==> src/rtl/aes_key_schedule_store_if.sv <==
// ---------------------------------------------------------------------------
// aes_key_schedule_store_if
// Bundles the key-load handshake, status flags and round-key read port of
// aes_key_schedule_store.
//   master : upstream/consumer side (drives key_in, key_valid, rd_en, rd_round)
//   slave  : key schedule block (drives key_ready, busy, sched_valid,
//            rd_key, rd_valid)
// ---------------------------------------------------------------------------
interface aes_key_schedule_store_if #(
    parameter int unsigned KEY_LENGTH = 128
);
    logic [KEY_LENGTH-1:0] key_in;
    logic                  key_valid;
    logic                  key_ready;
    logic                  busy;
    logic                  sched_valid;
    logic                  rd_en;
    logic [3:0]            rd_round;
    logic [KEY_LENGTH-1:0] rd_key;
    logic                  rd_valid;

    modport master (
        output key_in, key_valid, rd_en, rd_round,
        input  key_ready, busy, sched_valid, rd_key, rd_valid
    );

    modport slave (
        input  key_in, key_valid, rd_en, rd_round,
        output key_ready, busy, sched_valid, rd_key, rd_valid
    );
endinterface

==> src/rtl/aes_key_schedule_store.sv <==
// ---------------------------------------------------------------------------
// aes_key_schedule_store
// Sequential AES-128 key expansion (one round per clock) into an 11-entry
// round-key register file, with a registered random-access read port.
//
// Ports:
//   clk      : clock, all state changes on the rising edge
//   rst      : synchronous active-high reset
//   zeroize  : (KEYSCHED_ZEROIZE_EN only) clear all slots, force IDLE
//   bus      : aes_key_schedule_store_if.slave
//              key_in/key_valid/key_ready  key load handshake
//              busy/sched_valid            status
//              rd_en/rd_round -> rd_key/rd_valid, one-cycle read latency
//
// Optional feature macro: KEYSCHED_ZEROIZE_EN
//   Defined   : rst clears slots and work register, a new key clears slots
//               1..10 on its accept edge, and the zeroize port is present.
//   Undefined : slots have no reset; stale contents persist.
// ---------------------------------------------------------------------------
module aes_key_schedule_store #(
    parameter int unsigned KEY_LENGTH = 128,
    parameter int unsigned NUM_ROUNDS = 10
) (
    input  logic clk,
    input  logic rst,
`ifdef KEYSCHED_ZEROIZE_EN
    input  logic zeroize,
`endif
    aes_key_schedule_store_if.slave bus
);

    localparam int unsigned NUM_SLOTS = NUM_ROUNDS + 1;
    localparam logic [3:0]  LAST_RND  = 4'(NUM_ROUNDS);

    localparam logic [0:255][7:0] SBOX = {
        128'h637c777bf26b6fc53001672bfed7ab76,
        128'hca82c97dfa5947f0add4a2af9ca472c0,
        128'hb7fd9326363ff7cc34a5e5f171d83115,
        128'h04c723c31896059a071280e2eb27b275,
        128'h09832c1a1b6e5aa0523bd6b329e32f84,
        128'h53d100ed20fcb15b6acbbe394a4c58cf,
        128'hd0efaafb434d338545f9027f503c9fa8,
        128'h51a3408f929d38f5bcb6da2110fff3d2,
        128'hcd0c13ec5f974417c4a77e3d645d1973,
        128'h60814fdc222a908846eeb814de5e0bdb,
        128'he0323a0a4906245cc2d3ac629195e479,
        128'he7c8376d8dd54ea96c56f4ea657aae08,
        128'hba78252e1ca6b4c6e8dd741f4bbd8b8a,
        128'h703eb5664803f60e613557b986c11d9e,
        128'he1f8981169d98e949b1e87e9ce5528df,
        128'h8ca1890dbfe6426841992d0fb054bb16
    };

    typedef enum logic [1:0] {
        StIdle,
        StExpand,
        StReady
    } state_e;

    function automatic logic [31:0] sub_word(input logic [31:0] w);
        return {SBOX[w[31:24]], SBOX[w[23:16]], SBOX[w[15:8]], SBOX[w[7:0]]};
    endfunction

    function automatic logic [7:0] rcon(input logic [3:0] rnd);
        logic [7:0] rc;
        case (rnd)
            4'd1:    rc = 8'h01;
            4'd2:    rc = 8'h02;
            4'd3:    rc = 8'h04;
            4'd4:    rc = 8'h08;
            4'd5:    rc = 8'h10;
            4'd6:    rc = 8'h20;
            4'd7:    rc = 8'h40;
            4'd8:    rc = 8'h80;
            4'd9:    rc = 8'h1b;
            4'd10:   rc = 8'h36;
            default: rc = 8'h00;
        endcase
        return rc;
    endfunction

    // One full AES-128 expansion round: four new words from the previous four.
    function automatic logic [127:0] round_fn(input logic [127:0] w, input logic [7:0] rc);
        logic [31:0] t, n0, n1, n2, n3;
        t  = sub_word({w[23:0], w[31:24]}) ^ {rc, 24'h0};
        n0 = w[127:96] ^ t;
        n1 = w[95:64]  ^ n0;
        n2 = w[63:32]  ^ n1;
        n3 = w[31:0]   ^ n2;
        return {n0, n1, n2, n3};
    endfunction

    state_e                state_q, state_d;
    logic [3:0]            cnt_q, cnt_d;
    logic [KEY_LENGTH-1:0] work_q, work_d;
    logic [KEY_LENGTH-1:0] slot_q [NUM_SLOTS];
    logic [KEY_LENGTH-1:0] next_key;
    logic                  wr_en;
    logic [3:0]            wr_idx;
    logic [KEY_LENGTH-1:0] wr_data;
    logic                  clr_all;
    logic                  clr_stale;
    logic [KEY_LENGTH-1:0] rd_key_q;
    logic                  rd_valid_q;
    logic [KEY_LENGTH-1:0] rd_data;

    assign next_key = round_fn(work_q, rcon(cnt_q));

    always_comb begin
        state_d   = state_q;
        cnt_d     = cnt_q;
        work_d    = work_q;
        wr_en     = 1'b0;
        wr_idx    = cnt_q;
        wr_data   = next_key;
        clr_all   = 1'b0;
        clr_stale = 1'b0;
        case (state_q)
            StIdle, StReady: begin
                if (bus.key_valid) begin
                    state_d   = StExpand;
                    cnt_d     = 4'd1;
                    work_d    = bus.key_in;
                    wr_en     = 1'b1;
                    wr_idx    = 4'd0;
                    wr_data   = bus.key_in;
                    clr_stale = 1'b1;
                end
            end
            StExpand: begin
                wr_en  = 1'b1;
                work_d = next_key;
                if (cnt_q >= LAST_RND) begin
                    state_d = StReady;
                end else begin
                    cnt_d = cnt_q + 4'd1;
                end
            end
            default: state_d = StIdle;
        endcase
`ifdef KEYSCHED_ZEROIZE_EN
        // Zeroize outranks key acceptance and any expansion in flight.
        if (zeroize) begin
            state_d   = StIdle;
            cnt_d     = 4'd0;
            work_d    = '0;
            wr_en     = 1'b0;
            clr_stale = 1'b0;
            clr_all   = 1'b1;
        end
`endif
    end

    // Out-of-range indices read as zero but still report valid.
    assign rd_data = (bus.rd_round <= LAST_RND) ? slot_q[bus.rd_round] : '0;

    always_ff @(posedge clk) begin
        if (rst) begin
            state_q    <= StIdle;
            cnt_q      <= 4'd0;
            rd_key_q   <= '0;
            rd_valid_q <= 1'b0;
        end else begin
            state_q    <= state_d;
            cnt_q      <= cnt_d;
            rd_valid_q <= bus.rd_en;
            if (bus.rd_en) begin
                rd_key_q <= rd_data;
            end
        end
    end

`ifdef KEYSCHED_ZEROIZE_EN
    always_ff @(posedge clk) begin
        if (rst || clr_all) begin
            work_q <= '0;
            for (int i = 0; i < int'(NUM_SLOTS); i++) begin
                slot_q[i] <= '0;
            end
        end else begin
            work_q <= work_d;
            if (clr_stale) begin
                for (int i = 1; i < int'(NUM_SLOTS); i++) begin
                    slot_q[i] <= '0;
                end
            end
            if (wr_en) begin
                slot_q[wr_idx] <= wr_data;
            end
        end
    end
`else
    // Key material is deliberately not reset.
    always_ff @(posedge clk) begin
        if (!rst) begin
            work_q <= work_d;
            if (wr_en) begin
                slot_q[wr_idx] <= wr_data;
            end
        end
    end
    logic unused_clr;
    assign unused_clr = clr_all | clr_stale;
`endif

    assign bus.key_ready   = (state_q != StExpand);
    assign bus.busy        = (state_q == StExpand);
    assign bus.sched_valid = (state_q == StReady);
    assign bus.rd_key      = rd_key_q;
    assign bus.rd_valid    = rd_valid_q;

endmodule

==> src/flat_wrapper.sv <==
// flat-port wrapper written by rule: the top's interface ports become plain ports
module aes_key_schedule_store_flat 
#(
    parameter int unsigned KEY_LENGTH = 128,
    parameter int unsigned NUM_ROUNDS = 10
)
  (clk, rst, bus_key_in, bus_key_valid, bus_rd_en, bus_rd_round, bus_key_ready, bus_busy, bus_sched_valid, bus_rd_key, bus_rd_valid);
  aes_key_schedule_store_if #(.KEY_LENGTH(KEY_LENGTH)) bus_i ();
  input  logic clk;
  input  logic rst;
  input wire logic [$bits(bus_i.key_in)-1:0] bus_key_in;
  input wire logic [$bits(bus_i.key_valid)-1:0] bus_key_valid;
  input wire logic [$bits(bus_i.rd_en)-1:0] bus_rd_en;
  input wire logic [$bits(bus_i.rd_round)-1:0] bus_rd_round;
  output wire logic [$bits(bus_i.key_ready)-1:0] bus_key_ready;
  output wire logic [$bits(bus_i.busy)-1:0] bus_busy;
  output wire logic [$bits(bus_i.sched_valid)-1:0] bus_sched_valid;
  output wire logic [$bits(bus_i.rd_key)-1:0] bus_rd_key;
  output wire logic [$bits(bus_i.rd_valid)-1:0] bus_rd_valid;
  assign bus_i.key_in = bus_key_in;
  assign bus_i.key_valid = bus_key_valid;
  assign bus_i.rd_en = bus_rd_en;
  assign bus_i.rd_round = bus_rd_round;
  assign bus_key_ready = bus_i.key_ready;
  assign bus_busy = bus_i.busy;
  assign bus_sched_valid = bus_i.sched_valid;
  assign bus_rd_key = bus_i.rd_key;
  assign bus_rd_valid = bus_i.rd_valid;
  aes_key_schedule_store #(.KEY_LENGTH(KEY_LENGTH), .NUM_ROUNDS(NUM_ROUNDS)) u_core (.clk(clk), .rst(rst), .bus(bus_i));
endmodule
==> config.mk <==
export PLATFORM = sky130hd
export DESIGN_NAME = aes_key_schedule_store_flat
export DESIGN_NICKNAME = d
export VERILOG_FILES = /design/src/rtl/aes_key_schedule_store_if.sv /design/src/rtl/aes_key_schedule_store.sv /design/src/flat_wrapper.sv
export SDC_FILE = /design/constraint.sdc
export NUM_CORES = 2
export LEC_CHECK = 0
export ABC_AREA = 1
export ABC_CLOCK_PERIOD_IN_PS = 15200
export BUFFER_PORTS_ARGS = -buffer_cell sky130_fd_sc_hd__buf_2
export CAP_MARGIN = 5
export CORE_ASPECT_RATIO = 1.4
export CORE_MARGIN = 2
export CORE_UTILIZATION = 40
export DETAILED_ROUTE_END_ITERATION = 16
export HOLD_SLACK_MARGIN = 0.05
export PLACE_DENSITY = 0.64
export SETUP_SLACK_MARGIN = 0.2
export SYNTH_ARGS = -nofsm -noshare
export SYNTH_HDL_FRONTEND = slang
export SYNTH_SLANG_ARGS = --single-unit
==> constraint.sdc <==
create_clock -name clk -period 15.2 [get_ports clk]
set_input_delay 0.76 -clock clk [delete_from_list [all_inputs] [get_ports clk]]
set_output_delay 0.76 -clock clk [all_outputs]
set_load 0.01 [all_outputs]
==> results_dict.tcl <==
set metrics [dict create \
    outcome "finished clean" \
    dieArea_um2 203800 \
    slowest_delay_ns 0.75 \
    worst_slew_pin_slew_ns 1.380 \
    root_buffer "clkbuf_16" \
    setup_viol 0 \
    area_delta_synth_final_pct 11.06 \
    rsz0062_at_grt "false" \
    synthArstFlopShare 0 \
    wl_per_cell_um 26.42 \
    start_util 0.4017 \
    core_area_um2 199300 \
    clock.fmax_mhz 180.9 \
    peakVddDrop_uv 92.55 \
    crit_slowest_cell "nand2_1" \
    yosys_register_bits 1679 \
    cts_resized 0 \
    drv_cap 0 \
    drive_above_1_share 0.09188 \
    crit_chain "buf_4 -> inv_1 -> ha_1 -> nand2_1 -> nand2_1 -> a21oi_1 -> o21ai_1 -> nand3_1 -> nand3_1 -> nand2_1 -> nand2_1 -> nand3_1 -> nand2_1 -> nand2_1 -> nand3_1 -> nand3_1 -> nand2_1" \
    min_path_type "in2reg" \
    cts_tree "done" \
    grt_max_degree 213 \
    dp_hpwl_um 186100 \
    power_density_nw_per_um2 128.2 \
    p_leak_nw 32.54 \
    totalPowerFinal_mw 11.40 \
    cts_buffer_depth 4 \
    crit_path_start_kind "flop" \
    grtUsageTotal 0.2763 \
    gp_congestion 1.016 \
    crit_path_end_kind "flop" \
    antenna_found_initial 26 \
    clock-sinks 1679 \
    synth_nets 8484 \
    drcViolationCount 0 \
    cp_top_family "simple AND/OR/NAND/NOR gates" \
    clk_latency_ns 0.82 \
    die_y_um 533.3 \
    syn-cell-area_um2 80060 \
    die_w_um 382.1 \
    nNetsFinal 8488 \
    port_buffers 267 \
    dr.pass1.iters 8 \
    vias 65690 \
    cp.buffers_inverters 2 \
    fin_skew_ns 0.06526 \
    antenna_left 0 \
    path_class "reg2reg" \
    post-route-period-util 0.3637 \
    hold_viol 0 \
    synth-edff-count 1536 \
    post-cts-setup-buffers 0 \
    grt_pass1_vias 61530 \
    required_ns 15.66 \
    syn_area_per_cell_um2 9.666 \
    relSlewSlack 0.07367 \
    drt-initial-drc-count 8151 \
    crit_fanout 15 \
    ys_types 36 \
    synthFlopType "edfxtp_1" \
    viasPerCell 5.935 \
    worstPathArrival_ns 5.99 \
    grt_overflow 0 \
    netlist_instances 8282 \
    crit_top_cell "nand2_1" \
    stdcell_area_um2 88910 \
    io_pins 268 \
    wl_um 292400 \
    fp-row-count 194 \
    final-max-slew-violation-count 0 \
    cts-htree-levels 4 \
    seq_area_frac_synth 0.6119 \
    numCtsBuffers 169 \
    ys_warn_count 0 \
    ctsHoldBuffers 0 \
    cts.clk_slew.worst_paths_ns 0.07 \
    grt_pass1_wl_um 421000 \
    tns_ns 0 \
    placed_area_um2 83550 \
    min_period_ns 5.528 \
]
-- sequential cells by signal (all words and copies together), names as in the netlist, named ones only --
signal / flops
u_core.slot_q: 1408
u_core.cnt_q: 4
u_core.work_q: 128
u_core.state_q: 2
u_core.bus.rd_key: 128
u_core.bus.rd_valid: 1
-- layout make-up --
cell class,count,area (um^2)
Antenna cell,9,22.52
Clock buffer,238,4781
Clock inverter,60,553.0
Fill cell,18660,110400
Inverter,299,1164
Multi-Input combinational cell,5715,27390
Sequential cell,1679,48990
Tap cell,2646,3311
Timing Repair Buffer,422,2699
-- power breakdown --
part	internal [mW]	switching (mW)
sequential	5.32	0.0495
combinational	0.449	1.50
clock	2.32	1.76
total	8.09	3.31
-- through the flow --
stage / utilization / worst slack, ns / instances / hold WS, ns
2_1_floorplan: - / 0.4536 / 8282 / 0.4900
3_3_place_gp: 0.4192 / 10.02 / 10760 / 0.4531
3_5_place_dp: 0.4192 / 9.996 / 10760 / 0.4529
4_1_cts: 0.4460 / 9.990 / 11060 / 0.1901
5_1_grt: 0.4460 / 9.738 / 11060 / 0.2224
6_report: 0.4461 / 9.672 / 11070 / 0.2286
-- worst min-delay path: stages --
cell and delay, ns:
buf_2 0.09, nand2_1 0.04, nand2_1 0.05
-- per-layer routing --
layer	wire length [um]	vias up	track usage
met3	24520	715	0.04714
met5	176	-	0
li1	-	29510	-
met1	115200	32140	0.3614
met2	134400	3297	0.4379
met4	18080	28	0.1500
-- worst paths after layout --
check | from | end | slack, ns | cells after the start
min | bus_key_in[31] | u_core.work_q[31] | 0.23 | 3
max | u_core.work_q[0] | u_core.slot_q[0][8] | 9.67 | 17
min reg2reg | u_core.bus.rd_key[77] | u_core.bus.rd_key[77] | 0.46 | 2
max reg2reg | u_core.work_q[0] | u_core.slot_q[0][8] | 9.67 | 17
-- cells in the mapped netlist (6+ instances only) --
library cell  count  area share
o221ai_1        141       0.015
a21oi_2           6     0.00066
buf_1            54      0.0025
buf_4            29      0.0027
inv_2            13     0.00061
nand2_1        1807       0.085
o21ai_0         851       0.053
clkbuf_1        316       0.015
o22ai_1         116      0.0091
clkinv_1         10     0.00047
ha_1             66       0.010
nand4_1          20      0.0016
nor2_1          688       0.032
dfxtp_1         143       0.036
buf_6            17      0.0024
xor2_1           10      0.0011
nand2_2          42      0.0033
nand3b_1         18      0.0017
nand3_1        1281       0.080
buf_2           173       0.011
nand2_4           6     0.00084
inv_1           273       0.013
a21oi_1         478       0.030
o211ai_1        128       0.012
o21ai_1          26      0.0016
edfxtp_1       1536        0.58
nand3_2           7     0.00088
-- cell usage in the layout (no fill, tap or decap), types with 18 or more instances in the layout --
master / Yosys / routed
a21oi_1: 478 / 476
buf_2: 173 / 263
buf_4: 29 / 141
clkbuf_1: 316 / 42
clkbuf_16: 0 / 171
clkbuf_8: 0 / 25
clkinv_1: 10 / 23
clkinv_2: 0 / 22
dfxtp_1: 143 / 143
edfxtp_1: 1536 / 1536
ha_1: 66 / 66
inv_1: 273 / 267
nand2_1: 1807 / 1807
nand2_2: 42 / 42
nand3_1: 1281 / 1281
nand3b_1: 18 / 18
nand4_1: 20 / 20
nor2_1: 688 / 676
o211ai_1: 128 / 128
o21ai_0: 851 / 823
o21ai_1: 26 / 54
o221ai_1: 141 / 141
o22ai_1: 116 / 116
-- logic make-up (layout without fill, tap and decap cells) --
kind of cell	count (synthesis)	after routing	share of synthesized area
adder cells (fa/ha/maj)	66	66	0.01032
buffers and inverters	888	1019	0.04739
AND/OR/NAND/NOR	3888	3888	0.2070
other	0	9	0
XOR/XNOR	10	10	0.001094
flip-flops	1679	1679	0.6119
AO/OA/AOI/OAI	1751	1751	0.1223
Note: power is estimated with default switching activity, not from simulation.
